<file path="config.mk">
export PLATFORM = sky130hd
export DESIGN_NAME = instruction_fetch
export DESIGN_NICKNAME = d
export VERILOG_FILES = /design/src/rtl/instruction_fetch.sv
export SDC_FILE = /design/constraint.sdc
export NUM_CORES = 1
export LEC_CHECK = 0
export BUFFER_PORTS_ARGS = -buffer_cell sky130_fd_sc_hd__buf_2
export CAP_MARGIN = 5
export CORE_MARGIN = 4
export CORE_UTILIZATION = 47
export CTS_CLUSTER_SIZE = 40
export DETAILED_ROUTE_END_ITERATION = 8
export PLACE_DENSITY = 0.84
export SLEW_MARGIN = 20
export SYNTH_ARGS = -nofsm -noshare
export SYNTH_HDL_FRONTEND = slang
export SYNTH_SLANG_ARGS = --single-unit
export TNS_END_PERCENT = 5
</file>
<file path="constraint.sdc">
create_clock -name clk_In -period 5.1 [get_ports clk_In]
set_input_delay 1.02 -clock clk_In [delete_from_list [all_inputs] [get_ports clk_In]]
set_output_delay 1.02 -clock clk_In [all_outputs]
set_load 0.01 [all_outputs]
</file>
<file path="src/rtl/instruction_fetch.sv">
// Instruction fetch FSM: one outstanding memory request, decode handshake, redirect/flush.
// Optional FETCH_MISALIGN_CHECK_EN adds an ERR state that reports misaligned redirect targets.
`ifndef EXCEPTION_LEN
`define EXCEPTION_LEN 4
`endif
`ifndef EXCEP_OK
`define EXCEP_OK 4'h0
`endif
`ifndef EXCEP_FETCH_MISALIGNED
`define EXCEP_FETCH_MISALIGNED 4'h1
`endif

module instruction_fetch #(
  parameter logic [31:0] RESET_PC = 32'h0000_0000
) (
  input  logic                      clk_In,
  input  logic                      rstN_In,
  output logic [31:0]               memAddr_Out,
  output logic                      memReq_Out,
  input  logic                      memAck_In,
  input  logic [31:0]               memData_In,
  output logic [31:0]               instr_Out,
  output logic [31:0]               pc_Out,
  output logic                      instrValid_Out,
  input  logic                      decodeReady_In,
  input  logic                      redirect_In,
  input  logic [31:0]               redirectPc_In,
  output logic [`EXCEPTION_LEN-1:0] exception_Out
);

  localparam logic [2:0] IDLE  = 3'd0;
  localparam logic [2:0] REQ   = 3'd1;
  localparam logic [2:0] HOLD  = 3'd2;
  localparam logic [2:0] FLUSH = 3'd3;
`ifdef FETCH_MISALIGN_CHECK_EN
  localparam logic [2:0] ERR   = 3'd4;
`endif

  logic [2:0]  state;
  logic [31:0] pc;
  logic [31:0] flush_addr;  // address of the abandoned request while draining in FLUSH
  logic [31:0] redirect_tgt;

`ifdef FETCH_MISALIGN_CHECK_EN
  logic [`EXCEPTION_LEN-1:0] exc_q;
  assign redirect_tgt  = redirectPc_In;
  assign exception_Out = exc_q;
`else
  logic unused_redirect_lsb;
  assign unused_redirect_lsb = &{1'b0, redirectPc_In[1:0]};
  assign redirect_tgt        = {redirectPc_In[31:2], 2'b00};
  assign exception_Out       = `EXCEP_OK;
`endif

  assign memReq_Out  = (state == REQ) || (state == FLUSH);
  assign memAddr_Out = (state == FLUSH) ? flush_addr :
                       (state == REQ)   ? pc         : 32'h0000_0000;

  always_ff @(posedge clk_In) begin
    if (!rstN_In) begin
      state          <= IDLE;
      pc             <= RESET_PC;
      flush_addr     <= 32'h0000_0000;
      instr_Out      <= 32'h0000_0000;
      pc_Out         <= 32'h0000_0000;
      instrValid_Out <= 1'b0;
`ifdef FETCH_MISALIGN_CHECK_EN
      exc_q          <= `EXCEP_OK;
`endif
    end else if (redirect_In) begin
`ifdef FETCH_MISALIGN_CHECK_EN
      if (|redirectPc_In[1:0]) begin
        state          <= ERR;
        instr_Out      <= 32'h0000_0000;
        pc_Out         <= redirectPc_In;
        instrValid_Out <= 1'b1;
        exc_q          <= `EXCEP_FETCH_MISALIGNED;
      end else
`endif
      begin
        pc             <= redirect_tgt;
        instrValid_Out <= 1'b0;
`ifdef FETCH_MISALIGN_CHECK_EN
        exc_q          <= `EXCEP_OK;
`endif
        // An unacknowledged request must drain before the new pc can be issued
        if (state == REQ && !memAck_In) begin
          flush_addr <= pc;
          state      <= FLUSH;
        end else if (state == FLUSH && !memAck_In) begin
          state <= FLUSH;
        end else begin
          state <= REQ;
        end
      end
    end else begin
      case (state)
        IDLE: state <= REQ;
        REQ: begin
          if (memAck_In) begin
            instr_Out      <= memData_In;
            pc_Out         <= pc;
            instrValid_Out <= 1'b1;
            pc             <= pc + 32'd4;
            state          <= HOLD;
          end
        end
        HOLD: begin
          if (decodeReady_In) begin
            instrValid_Out <= 1'b0;
            state          <= REQ;
          end
        end
        FLUSH: begin
          if (memAck_In) state <= REQ;
        end
`ifdef FETCH_MISALIGN_CHECK_EN
        ERR: state <= ERR;
`endif
        default: state <= IDLE;
      endcase
    end
  end

endmodule

</file>
==> impl_results.md, run 1 <==
* Crit path largest cell delay at 0.68 ns
* Cell variety after synth at 55
* Vias per cell at 5.42
* Grt ovf at 0
* H-Tree Depth at 4
* Mapped Area at 5750 sq um
* Synth top area share at 0.435
* WP data required at 5.40 ns
* Outcome: completed
* Worst Path Max Fanout at 44
* Vias in the first global route at 5196
* Fillers at 1136
* First-pass DRT Iterations at 7
* YS warnings at 0
* CTS buffer count at 17
* Synth Instances at 730
* Period minus WS final at 2.80 ns
* Top_reg_cell synth: dfxtp_1
* Worst VDD drop at 0.221 mV
* HPWL Detailed at 10300 microns
* Antenna diode count at 0
* Kind of critical path: in -> reg
* Final clock skew at 0.00627 ns
* Die Y at 119 microns
* Global-route wire length before repair at 25700 microns
* Largest area contributor in the netlist: dfxtp_1
* Post-route worst setup slack at 2.30 ns
* Avg WL per Cell at 15.5 microns
* Final Hold Vio Count at 0
* CTS tree: done
* Root Driver: clkbuf_16
* Worst min path class: reg -> reg
* RePlAce Congestion at 0.787
* Ys async rst share at 0
* Avg Cell Area, Syn at 7.88 sq um
* CTS resizes at 0
* CTS Hold Bufs at 0
* CP arrival at 3.11 ns
* Buffers on Ports at 160
* Final setup violating endpoints at 0
* TNS Setup at 0 ns
* Reg clk slew, reported paths at 0.05 ns
* Crit-path cells: buf_2 -> clkinv_2 -> or4_1 -> or4_1 -> o311ai_0
* # DRC at 0
* DIE WIDTH at 119 microns
* Number of synthesized register bits at 125
* Core area at 12000 sq um
* Place WS at 1.90 ns
* Worst slew pin tran at 0.880 ns
* Nets@finish at 923
* Most frequent CP cell: or4_1
* Max-slew violations at 0
* Post-synth EDFFs at 0
* Pwr/cell area at 338 nW/um^2
* Endpoint type of the worst setup path: flip-flop
* Crit start category: primary input
* Top Ports at 171
* Clk sinks at 125
* Largest net degree at the start of global routing at 68
* P_leak at 0.00282 uW
* Most frequent cell after synthesis: nand2_1
* Die area at 14100 sq um
* Worst skew pair latency at 0.41 ns
* Final Cycle Share at 0.550
* Initial DRC Count at 539
* Final ANT Viol Nets at 0
* Post-CTS Setup Inserts at 0
* Top cells by area, synth: dfxtp_1 44%, nand2_1 14%, a21oi_1 8.4%
* Total Wirelength at 15700 microns
* Total global-route track usage at 0.224
* Unrepaired setup endpoints after global routing: no
* Max Cap Viol at 0
* Util after Layout at 0.588
* Initial Utilization at 0.479
* Max clock buf depth at 2
* Max Fclk at 357 MHz
* Layout area overhead at 22.8%
* Rows at 40
* Relative slew slack at 0.413
* Critical-path top delay cell: or4_1
* Layout cell share with drive strength beyond 1 at 0.242
* Antenna violations before repair at 0
* Seq/Total Area, Yosys at 0.435
* Routed vias at 5482
* Synth cell count leaders: 210 x nand2_1, 125 x dfxtp_1, 97 x a21oi_1
flip-flops by register name (all words and copies together), names as in the netlist:
| name | cells |
|---|---|
| flush_addr | 30 |
| instrValid_Out | 1 |
| instr_Out | 32 |
| pc | 30 |
| pc_Out | 30 |
| state | 2 |
cell usage in the layout (no fill, tap or decap), types with 2 or more instances in the layout:
cell        instances
nand2_1           210
buf_2             160
dfxtp_1           124
a21oi_1            97
nor2b_1            34
mux2i_1            32
o21ai_0            20
clkbuf_16          17
nor2_1             16
or4_1              13
a31oi_1            12
o31ai_1             9
nand3_1             9
a211oi_1            8
conb_1              8
buf_4               8
and3_1              6
nand4_1             6
nor4_1              5
nor3_1              5
clkinv_2            5
or3_1               5
xnor2_1             5
inv_1               3
o211ai_1            3
xor2_1              3
clkbuf_1            3
clkbuf_8            3
nand3b_4            2
a311oi_1            2
nand4b_1            2
o41a_1              2
clkinvlp_4          2
report_power, final:
part           internal, uW  switching (uW)
registers              1010            41.9
clock network           699             410
logic                  93.4             133
critical path: cells and delay by family:
family / cells / cell delay, ns
AND/OR/NAND/NOR: 2 / 1.08
AO/OA/AOI/OAI: 1 / 0.09
buffers and inverters: 2 / 0.91
path summary, 6_finish.rpt:
kind,end,cells past startpoint,slack [ns],start
setup / recovery,pc[31],5,2.30,rstN_In
hold / removal,instr_Out[15],2,0.45,instr_Out[15]
setup reg to reg,pc[30],5,2.74,state[1]
hold reg to reg,instr_Out[15],2,0.45,instr_Out[15]
kinds of logic after synthesis:
kind of cell | count (synthesis) | synth area share
and+or+nand+nor | 327 | 0.271
AOI/OAI and AO/OA | 161 | 0.161
DFF | 125 | 0.435
buffers and inverters | 75 | 0.0616
muxes | 32 | 0.0557
xor gates and xnor gates | 8 | 0.0122
adders and majority gates | 1 | 0.00218
other | 1 | 0.000652
stage by stage:
stage                     power, uW  hold WS [ns]  cell area, sq um  cells
after global routing           2480         0.471              7060   1011
after global placement         1300         0.438              6520    981
after detailed placement       1300         0.444              6520    981
final                          2390         0.450              7060   1011
after CTS                      2400         0.451              7060   1011
after floorplan                1210         0.436              5780    737
layout make-up:
type                    instances  area, sq um  share of cell area
multi-input cells             537         2950               0.418
clock inverters                 7         65.1             0.00921
well taps                     147          184              0.0260
flip-flops and latches        125         2500               0.355
repair buffers                168          861               0.122
clock buffers                  23          478              0.0677
inverters                       4         16.3             0.00230
metal layers:
layer,routed length (microns),track usage,vias to the layer above
li1,-,-,2726
met1,6900,0.285,2559
met2,7570,0.368,176
met3,940,0.0584,21
met4,295,0.0753,0
met5,0,0,-
(Power assumes the default switching activity.)
==> run 2: changes to the inputs <==
--- a/config.mk
+++ b/config.mk
@@ -5,6 +5,7 @@
 export SDC_FILE = /design/constraint.sdc
 export NUM_CORES = 1
 export LEC_CHECK = 0
+export ABC_AREA = 1
 export BUFFER_PORTS_ARGS = -buffer_cell sky130_fd_sc_hd__buf_2
 export CAP_MARGIN = 5
 export CORE_MARGIN = 4
==> constraint.sdc (replaced) <==
create_clock -name clk_In -period 2.8 [get_ports clk_In]
set_input_delay 0.56 -clock clk_In [delete_from_list [all_inputs] [get_ports clk_In]]
set_output_delay 0.56 -clock clk_In [all_outputs]
set_load 0.01 [all_outputs]
==> run 2 against run 1 <==
Routed wire length rose by 6.1%. Clock skew rose by 0.0032 ns. Area after synthesis rose by 0.72%.
==> impl_results.md, run 2 <==
* TNS Setup at 0 ns
* Core area at 12100 sq um
* Seq/Total Area, Yosys at 0.432
* Crit start category: flip-flop
* Mux share of post-synthesis cell area at 0
* Rows at 40
* CTS buffer count at 17
* Hold_sp: memData_In[2]
* Grt ovf at 0
* Ys async rst share at 0
* Post-CTS Setup Inserts at 0
* CTS Hold Bufs at 0
* CTS tree: done
* CP arrival at 1.74 ns
* First-pass DRT Iterations at 7
* Nets@finish at 1020
* Number of synthesized register bits at 125
* Max reg flops at 32
* Layout area overhead at 25.5%
* Critical-path top delay cell: dfxtp_1
* Crit-path cells: nand2_4 -> o21ai_0 -> buf_2
* Largest area contributor in the netlist: dfxtp_1
* Max clock buf depth at 2
* Die Y at 119 microns
* RR Startpoint: state[0]
* Comb power frac at 0.111
* Post-route worst setup slack at 0.496 ns
* Switching Share at 0.243
* WL met3 at 1560 microns
* Mapped Area at 5790 sq um
* Routed vias at 5960
* Buffers on Ports at 160
* Max Cap Viol at 0
* Largest Register: instr_Out
* YS warnings at 0
* Outcome: completed
* Multi-input gate area at 2780 sq um
* Top_reg_cell synth: dfxtp_1
* Post-synthesis compound-gate area fraction at 0.180
* Avg Cell Area, Syn at 7.12 sq um
* Die area at 14200 sq um
* Total Wirelength at 16700 microns
* HPWL Detailed at 11500 microns
* Pwr/cell area at 667 nW/um^2
* Reg clk slew, reported paths at 0.05 ns
* Final ANT Viol Nets at 0
* Design area at 7270 sq um
* # DRC at 0
* Most frequent cells in the layout: 160 x nor2_1, 160 x buf_2, 125 x dfxtp_1, 115 x nand2_1, 89 x o21ai_0
* Synth Instances at 813
* Register Area at 2500 sq um
* Most frequent cell after synthesis: nor2_1
* Final setup violating endpoints at 0
* Highest Signal Layer: met4
* Layout cell share with drive strength beyond 1 at 0.236
* Vias in the first global route at 5426
* Met1 Wirelength at 7030 microns
* Cell variety after synth at 37
* Largest net degree at the start of global routing at 59
* Clk pwr share at 0.487
* Met2 wire len at 7590 microns
* P_leak at 0.00314 uW
* Worst skew pair latency at 0.42 ns
* Final Cycle Share at 0.823
* Unrepaired setup endpoints after global routing: no
* Final clock skew at 0.00948 ns
* Total global-route track usage at 0.235
* DIE WIDTH at 119 microns
* CP startpoint: state[0]
* Synth top area share at 0.432
* Post-synth EDFFs at 0
* Global-route wire length before repair at 26900 microns
* H-Tree Depth at 4
* Relative slew slack at 0.503
* RePlAce Congestion at 0.919
* Crit path largest cell delay at 0.51 ns
* Simple-gate share of the synthesized area at 0.285
* Worst VDD drop at 0.448 mV
* Final hold slack at 0.391 ns
* Max-slew violations at 0
* Worst min path class: in -> reg
* Synth cell count leaders: 160 x nor2_1, 125 x dfxtp_1, 115 x nand2_1
* Worst slew pin tran at 0.744 ns
* Clk sinks at 125
* Final Hold Vio Count at 0
* Period minus WS final at 2.30 ns
* Antenna violations before repair at 0
* Avg WL per Cell at 14.7 microns
* XOR/XNOR Fraction of Synth Area at 0.00605
* Initial DRC Count at 705
* Kind of critical path: reg -> out
* Overall power at 4850 uW
* Sequential share of power at 0.402
* Antenna diode count at 0
* Place WS at 0.749 ns
* Worst Path Max Fanout at 31
* Main combinational cell family by area after synthesis: simple AND/OR/NAND/NOR gates
* Post-Synth Adder-Cell Area at 0.00216
* Endpoint type of the worst setup path: output port
* Max Fclk at 434 MHz
* WP data required at 2.24 ns
* Top Ports at 171
* Root Driver: clkbuf_16
* P_int at 3670 uW
* Vias per cell at 5.27
* Fillers at 1097
* Initial Utilization at 0.480
* Switching power at 1180 uW
* CTS resizes at 0
* Top cells by area, synth: dfxtp_1 43%, nor2_1 10%, o21ai_0 7.7%
* Placed Area at 6630 sq um
run 2: changes by cell type in the layout (fill, tap and decap cells not counted), moves of 7 or more:
cell / change
o21ai_0: +69
mux2i_1: -32
o31ai_1: -9
inv_2: +7
a211oi_1: +35
or4_1: -13
a21oi_1: -66
nand2_1: -95
inv_1: +50
nor2_1: +144
nor2_2: +7
nand3_1: +58
nor2b_1: -34
run 2: per-stage QoR:
stage,utilization,std cells
after CTS,0.603,1130
final,0.603,1130
after floorplan,-,820
after detailed placement,0.550,1099
after global routing,0.603,1130
after global placement,0.550,1099
run 2: layer usage:
metal / track usage / up-vias
li1: - / 2960
met1: 0.310 / 2683
met2: 0.356 / 277
met3: 0.0722 / 40
met4: 0.0985 / 0
met5: 0 / -
run 2: path summary, 6_finish.rpt:
path / endpoint / slack, ns / cells after the start
max: memAddr_Out[21] / 0.50 / 3
min: instr_Out[2] / 0.39 / 3
max reg2reg: pc_Out[2] / 0.70 / 7
min reg2reg: flush_addr[11] / 0.46 / 2
run 2: power groups by stage:
stage,sequential [uW],clock [uW],combinational [uW]
2_1_floorplan,1990,0,335
4_1_cts,1950,2380,537
5_1_grt,1960,2470,601
6_report,1950,2360,539
3_5_place_dp,1980,0,532
3_3_place_gp,1980,0,524
run 2: critical path, delay by kind of cell, from the launching register on:
kind / cells / cell delay (ns)
buffers and inverters: 1 / 0.19
flip-flops: 1 / 0.51
AO/OA/AOI/OAI: 1 / 0.33
AND/OR/NAND/NOR: 1 / 0.28
run 2: cell type report:
cell class / count / share of cell area
Timing Repair Buffer: 171 / 0.125
Multi-Input combinational cell: 574 / 0.383
Sequential cell: 125 / 0.344
Inverter: 61 / 0.0318
Tap cell: 168 / 0.0289
Clock buffer: 25 / 0.0695
Clock inverter: 6 / 0.0179
run 2: cell families after synthesis:
kind of cell               Yosys count
AOI/OAI and AO/OA                  180
xor gates and xnor gates             4
adders and majority gates            1
buffers and inverters              121
DFF                                125
other                                1
and+or+nand+nor                    381
